**src/rtl/demux_pkg.sv**
```systemverilog
// Shared definitions for the 4-way stream demultiplexer.
// Holds the channel count, the select type and the select-to-push-enable decode.
package demux_pkg;

  localparam int NCH = 4;

  typedef logic [1:0] chan_sel_t;

  function automatic logic [NCH-1:0] onehot4(input chan_sel_t sel);
    onehot4 = NCH'(1) << sel;
  endfunction

endpackage

```
**src/rtl/chan_fifo.sv**
```systemverilog
// Per-channel FIFO for demux4_stream: register-array storage, wrapping pointers,
// and an occupancy count that separates full from empty.
module chan_fifo
  import demux_pkg::*;
#(
  parameter int WIDTH = 4,
  parameter int DEPTH = 2
) (
  input  logic             clk,
  input  logic             reset,
  input  logic             push,
  input  logic [WIDTH-1:0] push_data,
  input  logic             pop,
  output logic             full,
  output logic             empty,
  output logic [WIDTH-1:0] head_data
);

  localparam int AW = (DEPTH > 1) ? $clog2(DEPTH) : 1;
  localparam int CW = $clog2(DEPTH) + 1;

  logic [WIDTH-1:0] mem_q [DEPTH];
  logic [AW-1:0]    wr_ptr_q, wr_ptr_d;
  logic [AW-1:0]    rd_ptr_q, rd_ptr_d;
  logic [CW-1:0]    count_q, count_d;
  logic             do_push, do_pop;

  assign full    = (count_q == CW'(DEPTH));
  assign empty   = (count_q == '0);
  assign do_push = push && !full;
  assign do_pop  = pop && !empty;

  // Power-of-two depth lets the pointers wrap by natural overflow.
  always_comb begin
    wr_ptr_d = wr_ptr_q;
    rd_ptr_d = rd_ptr_q;
    count_d  = count_q;
    if (do_push) wr_ptr_d = wr_ptr_q + AW'(1);
    if (do_pop)  rd_ptr_d = rd_ptr_q + AW'(1);
    case ({do_push, do_pop})
      2'b10:   count_d = count_q + CW'(1);
      2'b01:   count_d = count_q - CW'(1);
      default: count_d = count_q;
    endcase
  end

  always_ff @(posedge clk) begin
    if (reset) begin
      wr_ptr_q <= '0;
      rd_ptr_q <= '0;
      count_q  <= '0;
      for (int i = 0; i < DEPTH; i++) mem_q[i] <= '0;
    end else begin
      wr_ptr_q <= wr_ptr_d;
      rd_ptr_q <= rd_ptr_d;
      count_q  <= count_d;
      if (do_push) mem_q[wr_ptr_q] <= push_data;
    end
  end

  assign head_data = mem_q[rd_ptr_q];

endmodule

```
**src/rtl/demux4_stream.sv**
```systemverilog
// Routes one valid/ready stream to four independently buffered output channels.
// Only the select decode, the in_ready mux and the accepted-beat counter live here.
module demux4_stream
  import demux_pkg::*;
#(
  parameter int WIDTH = 4,
  parameter int DEPTH = 2
) (
  input  logic                 clk,
  input  logic                 reset,
  input  logic [WIDTH-1:0]     in_data,
  input  logic [1:0]           in_sel,
  input  logic                 in_valid,
  output logic                 in_ready,
  output logic [NCH*WIDTH-1:0] out_data,
  output logic [NCH-1:0]       out_valid,
  input  logic [NCH-1:0]       out_ready,
  output logic [7:0]           accepted_count
);

  logic [NCH-1:0] full_v, empty_v, push_v, pop_v;
  logic           accept;
  logic [7:0]     accepted_count_q, accepted_count_d;

  // A full channel stalls only beats addressed to it.
  assign in_ready = !reset && !full_v[in_sel];
  assign accept   = in_valid && in_ready;
  assign push_v   = onehot4(chan_sel_t'(in_sel)) & {NCH{accept}};
  assign pop_v    = out_valid & out_ready;

  for (genvar i = 0; i < NCH; i++) begin : g_ch
    chan_fifo #(
      .WIDTH(WIDTH),
      .DEPTH(DEPTH)
    ) u_fifo (
      .clk      (clk),
      .reset    (reset),
      .push     (push_v[i]),
      .push_data(in_data),
      .pop      (pop_v[i]),
      .full     (full_v[i]),
      .empty    (empty_v[i]),
      .head_data(out_data[i*WIDTH +: WIDTH])
    );
  end

  assign out_valid = ~empty_v;

  always_comb begin
    accepted_count_d = accepted_count_q;
    if (accept) accepted_count_d = accepted_count_q + 8'd1;
  end

  always_ff @(posedge clk) begin
    if (reset) accepted_count_q <= '0;
    else       accepted_count_q <= accepted_count_d;
  end

  assign accepted_count = accepted_count_q;

endmodule
```
**config.mk**
```make
export PLATFORM = sky130hd
export DESIGN_NAME = demux4_stream
export DESIGN_NICKNAME = d
export VERILOG_FILES = /design/src/rtl/demux_pkg.sv /design/src/rtl/chan_fifo.sv /design/src/rtl/demux4_stream.sv
export SDC_FILE = /design/constraint.sdc
export NUM_CORES = 1
export LEC_CHECK = 0
export BUFFER_PORTS_ARGS = -buffer_cell sky130_fd_sc_hd__buf_2
export CORE_ASPECT_RATIO = 2
export CORE_MARGIN = 5
export CORE_UTILIZATION = 40
export DETAILED_ROUTE_END_ITERATION = 10
export SYNTH_ARGS = -nofsm -noshare
export SYNTH_HDL_FRONTEND = slang
export SYNTH_SLANG_ARGS = --single-unit
```
**constraint.sdc**
```tcl
create_clock -name clk -period 2.8 [get_ports clk]
set_clock_uncertainty 0.1 [all_clocks]
set_input_delay 0.28 -clock clk [delete_from_list [all_inputs] [get_ports clk]]
set_output_delay 0.28 -clock clk [all_outputs]
set_load 0.01 [all_outputs]
```
==> results.md <==
* CTS root buf: clkbuf_16
* Req. time, crit path at 2950 ps
* Num CTS Buffers at 9
* Worst-margin pin slew at 567.5 ps
* Share of cells above drive strength 1 at 27.30%
* DRC viols at 0
* Clk sinks at 60
* Crit path launch type: flop
* Sequential cell area fraction in the yosys report at 56.80%
* Cells after Synth at 244
* Worst Hold Path EP: accepted_count[6]$_SDFFE_PP0N_
* Initial cell density of the core at 40.78%
* PortBufs at 41
* Tcrit/Tclk final at 82.59%
* Vias in the first global route at 1,975
* PwrDens at 709.7 mW/mm2
* Placed cells at 365
* Total gr overflow at 0
* FF+latch area at 0.001521 mm2
* CP endpoint kind: flop
* Clk buf depth at 2
* FILL cells at 620
* WHS Path Cells at 3
* Chip height at 125.7 um
* RR Endpoint: g_ch[2].u_fifo.count_q[1]$_SDFFE_PP0P_
* Vias per cell at 5.081
* Remaining antenna violation count after routing at 0
* Max cap viols at 0
* Area Overhead vs Synth at 22.19%
* Initial drt markers at 107
* GRT Resource Usage Total at 14.56%
* Max-slew violations at 0
* Endpoints failing setup at 0
* EDFF count, synth at 32
* Worst-skew pair later-pin latency at 320 ps
* FF-to-FF Start: g_ch[2].u_fifo.count_q[0]$_SDFFE_PP0P_
* Synth Register Bits at 60
* Min-delay src: in_valid
* Post-synth design cell area at 0.002679 mm2
* YS warnings at 0
* DR WL/cell at 14.19 um
* Crit Path Class: flop to flop
* RSZ-0062 raised after global routing: no
* Non-filler cells, final at 381
* Routed wire length at 5407 um
* Antenna fix cells at 0
* Leakage at 1.285 nW
* # H-tree levels at 3
* Worst IR drop on VDD at 0.0003495 V
* Rows at 42
* Clock-pin transition on the worst setup and hold timing paths at 50 ps
* Ys async rst share at 0%
* Initial DRT Pass Iterations at 4
* Hold/Removal Path Class: input port to flop
* Mean post-synth cell area at 10.98 um2
* Post-CTS Setup Inserts at 0
* R2R depth at 6
* Relative slew slack at 61.63%
* Post-synthesis net count at 262
* Hold Vio Cnt, Final at 0
* Min Tclk post-route at 2313 ps
* Outcome: complete, no violations
* Post-cts resize count at 0
* Worst reg-to-reg setup slack at 490 ps
* TritonCTS clock tree: built
* Core Box Area at 0.006569 mm2
* Cts hold-fix bufs at 0
* FMAX at 432.4 MHz
* Netlist cell types at 33
* Initial antenna violation count at 0
* Ys flop type: edfxtp_1
* Final net count at 306
* Die Footprint at 0.008533 mm2
* Multi-input gate area at 0.001077 mm2
* Largest net degree at the start of global routing at 26
* Hpwl dp at 3915 um
* Die width at 67.87 um
* GPL Wtd Cong at 0.7411
* IO Pins at 42
* Critical Path Fanout Max at 7
* Critical path arrival at 2470 ps
* Setup TNS Final at 0 ps
* First-pass GRT wire length at 9259 um
* Vias after detailed routing at 1,936
-- how the worst max path moves through the flow --
stage / start / end / slack, ps / cells after the start
after floorplan: reset / g_ch[2].u_fifo.count_q[1]$_SDFFE_PP0P_ / 720 / 7
after global placement: reset / g_ch[2].u_fifo.count_q[1]$_SDFFE_PP0P_ / 550 / 7
after detailed placement: reset / g_ch[2].u_fifo.count_q[1]$_SDFFE_PP0P_ / 450 / 7
after CTS: g_ch[2].u_fifo.count_q[0]$_SDFFE_PP0P_ / g_ch[2].u_fifo.count_q[1]$_SDFFE_PP0P_ / 450 / 6
after global routing: g_ch[2].u_fifo.count_q[0]$_SDFFE_PP0P_ / g_ch[2].u_fifo.count_q[1]$_SDFFE_PP0P_ / 250 / 6
final: g_ch[2].u_fifo.count_q[0]$_SDFFE_PP0P_ / g_ch[2].u_fifo.count_q[1]$_SDFFE_PP0P_ / 490 / 6
-- flip-flops by register name, indices dropped and copies added, names as in the netlist, named ones only --
name	cells
g_ch.u_fifo.mem_q	32
accepted_count	8
g_ch.u_fifo.count_q	8
g_ch.u_fifo.rd_ptr_q	4
g_ch.u_fifo.wr_ptr_q	4
-- metal layers --
layer	global-route usage (%)	vias to the layer above	routed length (um)
met4	6.682	0	123
met1	15.77	906	2071
met5	0	-	0
met3	4.367	12	265
li1	-	970	-
met2	25.04	48	2946
-- logic make-up after synthesis --
| group | Yosys count | synth area share, % |
|---|---|---|
| AO/OA/AOI/OAI | 33 | 7.146 |
| XOR/XNOR | 12 | 3.923 |
| adder cells (fa/ha/maj) | 5 | 2.335 |
| buffers and inverters | 21 | 2.989 |
| flip-flops | 60 | 56.80 |
| multiplexers | 18 | 8.407 |
| AND/OR/NAND/NOR | 95 | 18.40 |
-- metrics by stage --
step           hold WS, ps  power (mW)  utilization, %  cell area [um2]  setup slack (ps)
2_1_floorplan        340.2       1.174               -             2679             723.8
3_3_place_gp         373.8       1.247           45.22             2970             550.5
3_5_place_dp         371.2       1.250           45.22             2970             451.5
4_1_cts              159.3       2.349           49.83             3273             447.2
5_1_grt              179.5       2.417           49.83             3273             247.3
6_report             172.8       2.323           49.83             3273             487.4
-- cells in the mapped netlist, types with 2 or more instances --
cell	n	area share [%]
a21oi_1	10	1.9
and2_1	4	0.93
buf_1	4	0.56
clkbuf_1	5	0.70
dfxtp_1	28	21
edfxtp_1	32	36
ha_1	5	2.3
inv_1	11	1.5
mux2_2	16	6.7
mux4_2	2	1.7
nand2_1	6	0.84
nand2b_1	5	1.2
nand3_1	8	1.5
nand3b_1	2	0.56
nand4b_1	2	0.65
nor2_1	26	3.6
nor2b_1	5	1.2
nor3_1	20	3.7
o21ai_0	15	2.8
o31ai_1	3	0.84
o41ai_1	3	0.98
or2_2	5	1.2
or3_1	5	1.2
or4_1	3	0.84
xnor2_1	8	2.6
xor2_1	4	1.3
-- placed cells by master, fill, tap and decap left out, drive strengths merged, types with 4 or more instances in the layout --
master,synthesis,routed
buf,5,43
or2,5,5
edfxtp,32,32
ha,5,5
nor3,20,20
o21ai,15,15
clkinv,0,4
clkbuf,5,11
and2,4,4
nor2,26,26
xor2,4,4
dfxtp,28,28
or3,5,5
inv,11,11
nor2b,5,5
a21oi,10,10
mux2,16,16
nand2b,5,5
nand2,6,6
xnor2,8,8
nand3,8,8
-- power by group --
group,internal (mW),switching (mW)
logic,0.102,0.117
registers,0.975,0.0375
clock network,0.733,0.358
total,1.81,0.512
-- area by class of cell --
cell class | instances | area share (%)
flip-flops and latches | 60 | 46.48
multi-input cells | 163 | 32.91
clock buffers | 11 | 7.760
repair buffers | 43 | 6.728
well taps | 88 | 3.364
clock inverters | 5 | 1.491
inverters | 11 | 1.261
-- critical path: stages (launching register included) --
cell and delay (ps):
dfxtp_1 410, nor2b_1 90, nor4b_1 540, inv_1 230
ha_1 370, or3_1 370, a21oi_1 130
Power figures use the tool's default switching activity.
